`config.mk`:
```
export PLATFORM = sky130hd
export DESIGN_NAME = viterbi_seq_control
export DESIGN_NICKNAME = d
export VERILOG_FILES = /design/src/rtl/viterbi_seq_control.sv
export SDC_FILE = /design/constraint.sdc
export NUM_CORES = 1
export LEC_CHECK = 0
export ABC_AREA = 1
export BUFFER_PORTS_ARGS = -buffer_cell sky130_fd_sc_hd__buf_2
export CELL_PAD_IN_SITES_DETAIL_PLACEMENT = 1
export CELL_PAD_IN_SITES_GLOBAL_PLACEMENT = 2
export CORE_ASPECT_RATIO = 1.25
export CORE_UTILIZATION = 28
export CTS_CLUSTER_DIAMETER = 200
export CTS_CLUSTER_SIZE = 24
export DETAILED_ROUTE_END_ITERATION = 10
export GPL_ROUTABILITY_DRIVEN = 0
export HOLD_SLACK_MARGIN = 0.08
export PLACE_DENSITY_LB_ADDON = 0.1
export RECOVER_POWER = 50
export SKIP_CTS_REPAIR_TIMING = 1
export SLEW_MARGIN = 20
export SYNTH_ARGS = -nofsm -noshare
export SYNTH_HDL_FRONTEND = slang
export SYNTH_SLANG_ARGS = --single-unit
```
`constraint.sdc`:
```
create_clock -name clk -period 1.64 [get_ports clk]
set_clock_uncertainty 0.2 [all_clocks]
set_input_delay 0 -clock clk [delete_from_list [all_inputs] [get_ports clk]]
set_output_delay 0 -clock clk [all_outputs]
set_load 0.01 [all_outputs]
```
`src/rtl/viterbi_seq_control.sv`:
```
// Viterbi decoder trellis sequencer: INIT -> RECURSE -> TERM -> TRACEBACK -> DONE.
// Optional run-length counter on output run_cycles when VITERBI_CYCLE_CNT_EN is defined.
//
// state     | meaning
// ----------+-----------------------------------------------------------
// IDLE      | waiting for start; indices parked at 0
// INIT      | pi x emission per hidden state, obs 0
// RECURSE   | ACS over every (obs 1..NUM_OBS-1, state) pair
// TERM      | single argmax step on the last observation
// TRACEBACK | walk obs NUM_OBS-1 down to 1, state index held at 0
// DONE      | one-cycle completion pulse, then back to IDLE
module viterbi_seq_control #(
  parameter int NUM_OBS    = 11,
  parameter int NUM_STATES = 4,
  parameter int OBS_W      = 4,
  parameter int ST_W       = 2
) (
  input  logic             clk,
  input  logic             reset_viterbi_seq_control,
  input  logic             start,
  input  logic             stall,
  output logic [OBS_W-1:0] obs_idx,
  output logic [ST_W-1:0]  state_idx,
  output logic             init_en,
  output logic             acs_en,
  output logic             term_en,
  output logic             tb_en,
  output logic             busy,
  output logic             done
`ifdef VITERBI_CYCLE_CNT_EN
  ,
  output logic [15:0]      run_cycles
`endif
);

  typedef enum logic [2:0] {
    S_IDLE, S_INIT, S_RECURSE, S_TERM, S_TRACEBACK, S_DONE
  } state_t;

  localparam logic [OBS_W-1:0] LAST_OBS = OBS_W'(NUM_OBS - 1);
  localparam logic [ST_W-1:0]  LAST_ST  = ST_W'(NUM_STATES - 1);

  state_t state;

  // Enables are registered against the step being presented next; a stalled
  // edge holds every index and presents that same step with no enable.
  always_ff @(posedge clk or negedge reset_viterbi_seq_control) begin
    if (!reset_viterbi_seq_control) begin
      state     <= S_IDLE;
      obs_idx   <= '0;
      state_idx <= '0;
      init_en   <= 1'b0;
      acs_en    <= 1'b0;
      term_en   <= 1'b0;
      tb_en     <= 1'b0;
      busy      <= 1'b0;
      done      <= 1'b0;
    end else begin
      init_en <= 1'b0;
      acs_en  <= 1'b0;
      term_en <= 1'b0;
      tb_en   <= 1'b0;
      done    <= 1'b0;
      case (state)
        S_IDLE: begin
          if (start) begin
            state     <= S_INIT;
            obs_idx   <= '0;
            state_idx <= '0;
            init_en   <= 1'b1;
            busy      <= 1'b1;
          end
        end
        S_INIT: begin
          if (!stall) begin
            if (state_idx == LAST_ST) begin
              state     <= S_RECURSE;
              obs_idx   <= OBS_W'(1);
              state_idx <= '0;
              acs_en    <= 1'b1;
            end else begin
              state_idx <= state_idx + ST_W'(1);
              init_en   <= 1'b1;
            end
          end
        end
        S_RECURSE: begin
          if (!stall) begin
            if (state_idx != LAST_ST) begin
              state_idx <= state_idx + ST_W'(1);
              acs_en    <= 1'b1;
            end else if (obs_idx == LAST_OBS) begin
              state     <= S_TERM;
              state_idx <= '0;
              term_en   <= 1'b1;
            end else begin
              obs_idx   <= obs_idx + OBS_W'(1);
              state_idx <= '0;
              acs_en    <= 1'b1;
            end
          end
        end
        S_TERM: begin
          if (!stall) begin
            state <= S_TRACEBACK;
            tb_en <= 1'b1;
          end
        end
        S_TRACEBACK: begin
          if (!stall) begin
            if (obs_idx == OBS_W'(1)) begin
              state <= S_DONE;
              done  <= 1'b1;
            end else begin
              obs_idx <= obs_idx - OBS_W'(1);
              tb_en   <= 1'b1;
            end
          end
        end
        S_DONE: begin
          state     <= S_IDLE;
          obs_idx   <= '0;
          state_idx <= '0;
          busy      <= 1'b0;
        end
        default: begin
          state     <= S_IDLE;
          obs_idx   <= '0;
          state_idx <= '0;
          busy      <= 1'b0;
        end
      endcase
    end
  end

`ifdef VITERBI_CYCLE_CNT_EN
  // Counts every active cycle including stalls; DONE and IDLE do not count.
  always_ff @(posedge clk or negedge reset_viterbi_seq_control) begin
    if (!reset_viterbi_seq_control) begin
      run_cycles <= '0;
    end else if (state == S_IDLE && start) begin
      run_cycles <= '0;
    end else if (state != S_IDLE && state != S_DONE && run_cycles != 16'hFFFF) begin
      run_cycles <= run_cycles + 16'd1;
    end
  end
`endif

endmodule
```
==> impl_results.md, run 1 <==
- Overall routing resource usage: 0.188
- CTS clk-pin slew, worst paths: roughly 70 ps
- Via count: between 1000 and 1500
- Vias in the first global route: between 1000 and 1500
- Compound-cell area share of the yosys netlist: 0.0612
- H-tree depth: 1
- CP arrival: approximately 1600 ps
- Cell leakage power: roughly 0.79 nW
- Share of cells above drive strength 1: 0.401
- Register area: ~380 um2
- Rows: 24
- Chip Width: approximately 57 um
- Crit end category: flop
- I/O Buffers: 15
- Die area: 0.00405 mm2
- WL final: between 3000 and 4000 um
- PwrDens: ~1900 mW/mm2
- Global-route wire length before repair: a little under 6000 um
- Area of the multi-input gates: ~720 um2
- NumNets Final: between 200 and 250
- Xor and xnor area share after synthesis: 0.0165
- Vias per inst: 4.86
- WS Path Type: flop to flop
- Most numerous cell in the Yosys netlist: nand2_1
- Core area: roughly 0.0036 mm2
- Syn Area/Cell: 7.28 um2
- Largest net degree at the start of global routing: 16
- Hold WC Path Type: flop to flop
- Synth top area share: 0.353
- Prevailing post-synth register cell: dfrtp_1
- Number of synthesized flops with an enable pin: 0
- Failing checks: DRC, setup timing
- Setup WS post-layout: -3.77 ps
- Fmax: between 600 and 700 MHz
- Area leader, netlist: dfrtp_1
- Post-DRT Antenna Nets: 0
- Post-route cell area: roughly 0.0016 mm2
- Multiplexer share of the synthesized area: 0
- Mapped Area: around 0.0011 mm2
- Drc violations: 4
- Syn-to-layout area delta: 46.4%
- Clock insertion delay at the later pin of the skew report: about 250 ps
- Synth Area in Adders: 0.0706
- CTS root buf: clkbuf_8
- Worst Path Max Fanout: 5
- Mapped Nets: between 150 and 200
- RSZ-0062 raised after global routing: yes
- Die height: just over 70 um
- Peak VDD IR: 0.757 mV
- Crit share post-route: 1.00
- Total power: 2.97 mW
- Status: complete, but fails checks
- CTS tree: built
- Hpwl dp: ~2600 um
- Post-layout min period: approximately 1600 ps
- Simple-Gate Fraction of Synth Area: 0.419
- Antenna cell count: 0
- Boundary Pins: 16
- Initial antenna violation count: 0
- Syn. warnings: 0
- Post-synth ARST share: 1.00
- Initial Utilization: 0.298
- Distinct cells, synth: 24
- CTS buffer count: 3
- Final Hold Fails: 0
- Final Util: 0.436
- Sequential fraction of the synthesis area: 0.353
- Initial DRC Count: 40
- Inst Count DP: 217
- Startpoint Class: flop
- Synth cell count leaders: nand2_1 (39), nand3_1 (21), dfrtp_1 (15), inv_1 (15), nor2_1 (13)
- Drt first pass iters: 7
- Post-DP Area: between 0.001 and 0.0015 mm2
- Flops & latches, synth: 15
- Pins Over Slew Limit: 0
- Max clock buf depth: 2
- Combinational family with the most area after synthesis: simple AND/OR/NAND/NOR gates
- CP required: between 1500 and 2000 ps
- Worst Tran Pin Value: 389 ps
- Fin cells: between 200 and 250
- Mapped Cells: roughly 150
- Top cells by area, synth: dfrtp_1 (35%), nand2_1 (14%), nand3_1 (9.9%)
- Clock sinks: 15
- Max-Cap Viols: 0
- Worst rel slew slack: 0.741
- Final setup fails: 1
- Overflow after GRT: 0
- Drt wl/cell: around 16 um
- Filler cell count: 451
## where the power goes
part | internal (mW) | leakage, nW | switching, mW
Clock | 0.172 | 0.0228 | 0.150
Sequential | 0.504 | 0.191 | 0.201
Combinational | 0.829 | 0.578 | 1.11
## per-stage QoR
| step | hold WS, ps | setup slack [ps] | TNS [ps] |
|---|---|---|---|
| finish | 353 | -3.77 | -3.77 |
| CTS | -520 | -150 | -912 |
| detailed placement | -246 | -166 | -844 |
| floorplan | -496 | 26.5 | 0 |
| global route | 403 | -102 | -526 |
| global placement | -265 | -115 | -750 |
## worst paths after layout
| kind | slack [ps] | cells after the start | end | startpoint |
|---|---|---|---|---|
| min in group asynchronous | 530 | 3 | acs_en$_DFF_PN0_ | reset_viterbi_seq_control |
| max in group asynchronous | 400 | 3 | state[2]$_DFFE_PN0P_ | reset_viterbi_seq_control |
| hold / removal | 350 | 2 | busy$_DFFE_PN0P_ | busy$_DFFE_PN0P_ |
| hold reg to reg | 350 | 2 | busy$_DFFE_PN0P_ | busy$_DFFE_PN0P_ |
| setup reg to reg | -4 | 7 | obs_idx[0]$_DFFE_PN0P_ | state[2]$_DFFE_PN0P_ |
| setup / recovery | -4 | 7 | obs_idx[0]$_DFFE_PN0P_ | state[2]$_DFFE_PN0P_ |
## area by class of cell
class,count,share of cell area
clock buffer,4,0.0289
timing repair buffer,46,0.193
sequential,15,0.246
multi-input combinational,111,0.462
inverter,16,0.0386
tap,39,0.0314
## registers in the layout (all words and copies together) (netlist names)
| register | cells |
|---|---|
| state_idx | 2 |
| acs_en | 1 |
| busy | 1 |
| init_en | 1 |
| state | 3 |
| tb_en | 1 |
| done | 1 |
| obs_idx | 4 |
| term_en | 1 |
## worst max-delay path, cell delays in order, from the launching register on
cell and delay (ps):
dfrtp_2 460, buf_4 160, nand2_2 130, inv_2 80, a21boi_1 220, nand3_4 120
nand2_1 100, nand2_1 60
## per-layer routing
layer	track usage	wire [um]	up-vias
met4	0.0759	76	0
met5	0	0	-
met2	0.344	2000	18
met3	0.0219	54	9
met1	0.220	1520	536
li1	-	-	560
## kinds of logic (layout without fill, tap and decap cells)
family | Yosys count | in the layout
buf+inv | 20 | 66
xor+xnor | 2 | 2
simple gates | 91 | 91
flops | 15 | 15
compound gates | 12 | 12
fa+ha+maj | 6 | 6
## cell usage in the layout, fill, tap and decap left out, drive strengths merged
cell type,instances
nand3b,1
ha,6
clkbuf,12
buf,34
dlygate4sd3,4
nand2,43
o31ai,1
xor2,1
nand4,3
nor2,17
nand3,25
o21ai,6
nor3,2
inv,16
a21boi,1
a21oi,4
dfrtp,15
xnor2,1
Note: power is estimated with default switching activity, not from simulation.
==> run 2: changes to the inputs <==
Settings changed: REMOVE_ABC_BUFFERS set to 1.
==> impl_results.md, run 2 (same netlist as run 1, synthesis figures left out) <==
- Status: complete, but fails checks
- Failing checks: DRC
- Hold WC Path Type: flop to flop
- Commonest non-fill, non-tap cell in the layout: nand2_1
- CTS tree: built
- WP buf/inv: 1
- Final Hold Fails: 0
- Global-route wire length before repair: between 5000 and 6000 um
- Syn-to-layout area delta: 45.2%
- WHS Endpoint: busy$_DFFE_PN0P_
- Antenna cell count: 0
- Boundary Pins: 16
- Slowest CP cell: dfrtp_2
- Share of cells above drive strength 1: 0.392
- NumNets Final: 200
- Largest net degree at the start of global routing: 16
- CP arrival: roughly 1600 ps
- H-tree depth: 1
- Worst rel slew slack: 0.737
- Post-layout min period: approximately 1600 ps
- Dpl ws: -146 ps
- Die area: roughly 0.0041 mm2
- RSZ-0062 raised after global routing: yes
- Final setup fails: 0
- Hpwl dp: 2600 um
- Core area: approximately 0.0036 mm2
- CTS clk-pin slew, worst paths: 70 ps
- WL final: between 3000 and 4000 um
- Top flop regs: obs_idx (4), state (3), state_idx (2)
- Vias per inst: 4.86
- CTS buffer count: 3
- Setup WS post-layout: around 13 ps
- Biggest register: obs_idx
- Drc violations: 4
- Drt first pass iters: 7
- Reg-to-reg startpoint: obs_idx[0]$_DFFE_PN0P_
- I/O Buffers: 15
- Most frequent cells in the layout: nand2_1 (34), buf_4 (22), nand3_1 (17)
- Area of the multi-input gates: approximately 700 um2
- Initial antenna violation count: 0
- Crit share post-route: 0.992
- Reg-to-reg endpoint: state[2]$_DFFE_PN0P_
- Pins Over Slew Limit: 0
- Cell leakage power: around 0.77 nW
- Top delay family on crit path: simple AND/OR/NAND/NOR gates
- Vias in the first global route: approximately 1200
- Rows: 24
- R2R depth: 9
- Slowest cell delay on critical path: ~450 ps
- Post-DRT Antenna Nets: 0
- Initial Utilization: 0.298
- Hold Startpoint: busy$_DFFE_PN0P_
- Crit end category: flop
- Filler cell count: roughly 460
- Drt wl/cell: around 15 um
- Initial DRC Count: 44
- Register-to-Register Setup Slack: approximately 13 ps
- Register area: 382 um2
- Startpoint Class: flop
- Via count: 1107
- Total power: 2.95 mW
- Hold Path Cell Cnt: 2
- Clock sinks: 15
- Max clock buf depth: 2
- Fmax: between 600 and 700 MHz
- Hold_ws: about 350 ps
- CP required: 1590 ps
- Chip Width: ~57 um
- Overflow after GRT: 0
- Critical-path cell list: inv_2, ha_4, nand2_1, nor2_2, nor2_1, nor2_1, nand3_2, nand2_2, nand2_2
- CTS root buf: clkbuf_8
- Die height: 70.9 um
- Max FFs per register: 4
- Clock insertion delay at the later pin of the skew report: roughly 250 ps
- Overall routing resource usage: 0.176
- Worst Path Max Fanout: 4
- Worst Tran Pin Value: roughly 390 ps
- WS Path Type: flop to flop
- Peak VDD IR: approximately 0.92 mV
- PwrDens: between 1500 and 2000 mW/mm2
- Max-Cap Viols: 0
## run 2: cell count changes in the layout (fill, tap and decap cells not counted), moves of 2 or more
cell / change
o21ai_0: +2
nand3_4: -2
buf_2: -2
o21ai_1: -2
nand3_2: +3
buf_4: -2
## run 2: area by class of cell
cell class	count	area share
clock buffer	4	0.0292
inverter	16	0.0405
multi-input combinational	111	0.466
sequential	15	0.247
tap	39	0.0316
timing repair buffer	43	0.186
## run 2: where the power goes
| group | total, mW | leakage [nW] | switching (mW) | internal, mW |
|---|---|---|---|---|
| combinational | 1.94 | 0.556 | 1.11 | 0.829 |
| sequential | 0.697 | 0.192 | 0.196 | 0.502 |
| clock | 0.308 | 0.0228 | 0.136 | 0.172 |
## run 2: worst max path at each step
stage,end,from,depth (start not counted)
finish,state[2]$_DFFE_PN0P_,obs_idx[0]$_DFFE_PN0P_,9
global route,state[0]$_DFFE_PN0P_,obs_idx[0]$_DFFE_PN0P_,9
CTS,obs_idx[0]$_DFFE_PN0P_,state[1]$_DFFE_PN0P_,8
detailed placement,obs_idx[0]$_DFFE_PN0P_,state[1]$_DFFE_PN0P_,8
global placement,obs_idx[1]$_DFFE_PN0P_,state[0]$_DFFE_PN0P_,8
floorplan,state[1]$_DFFE_PN0P_,obs_idx[0]$_DFFE_PN0P_,9
## run 2: metal layers
metal,global-route usage,vias to the layer above,part of all wire
li1,-,558,-
met1,0.203,534,0.44
met2,0.327,11,0.54
met3,0.0238,4,0.015
met4,0.0596,0,0.0088
met5,0,-,0
## run 2: per-stage QoR
stage / TNS, ps / utilization / cell area [um2] / std cells
finish: 0 / 0.432 / 1540 / 228
global route: -548 / 0.432 / 1540 / 228
CTS: -1000 / 0.378 / 1350 / 219
detailed placement: -818 / 0.365 / 1310 / 215
global placement: -906 / 0.365 / 1310 / 215
floorplan: 0 / - / 1040 / 142
## run 2: worst register-to-register path, delay by kind of cell (launching register included)
kind                     cells  cell delay (ps)
adder cells (fa/ha/maj)      1              130
buffers and inverters        1               90
flip-flops                   1              450
AND/OR/NAND/NOR              7              670
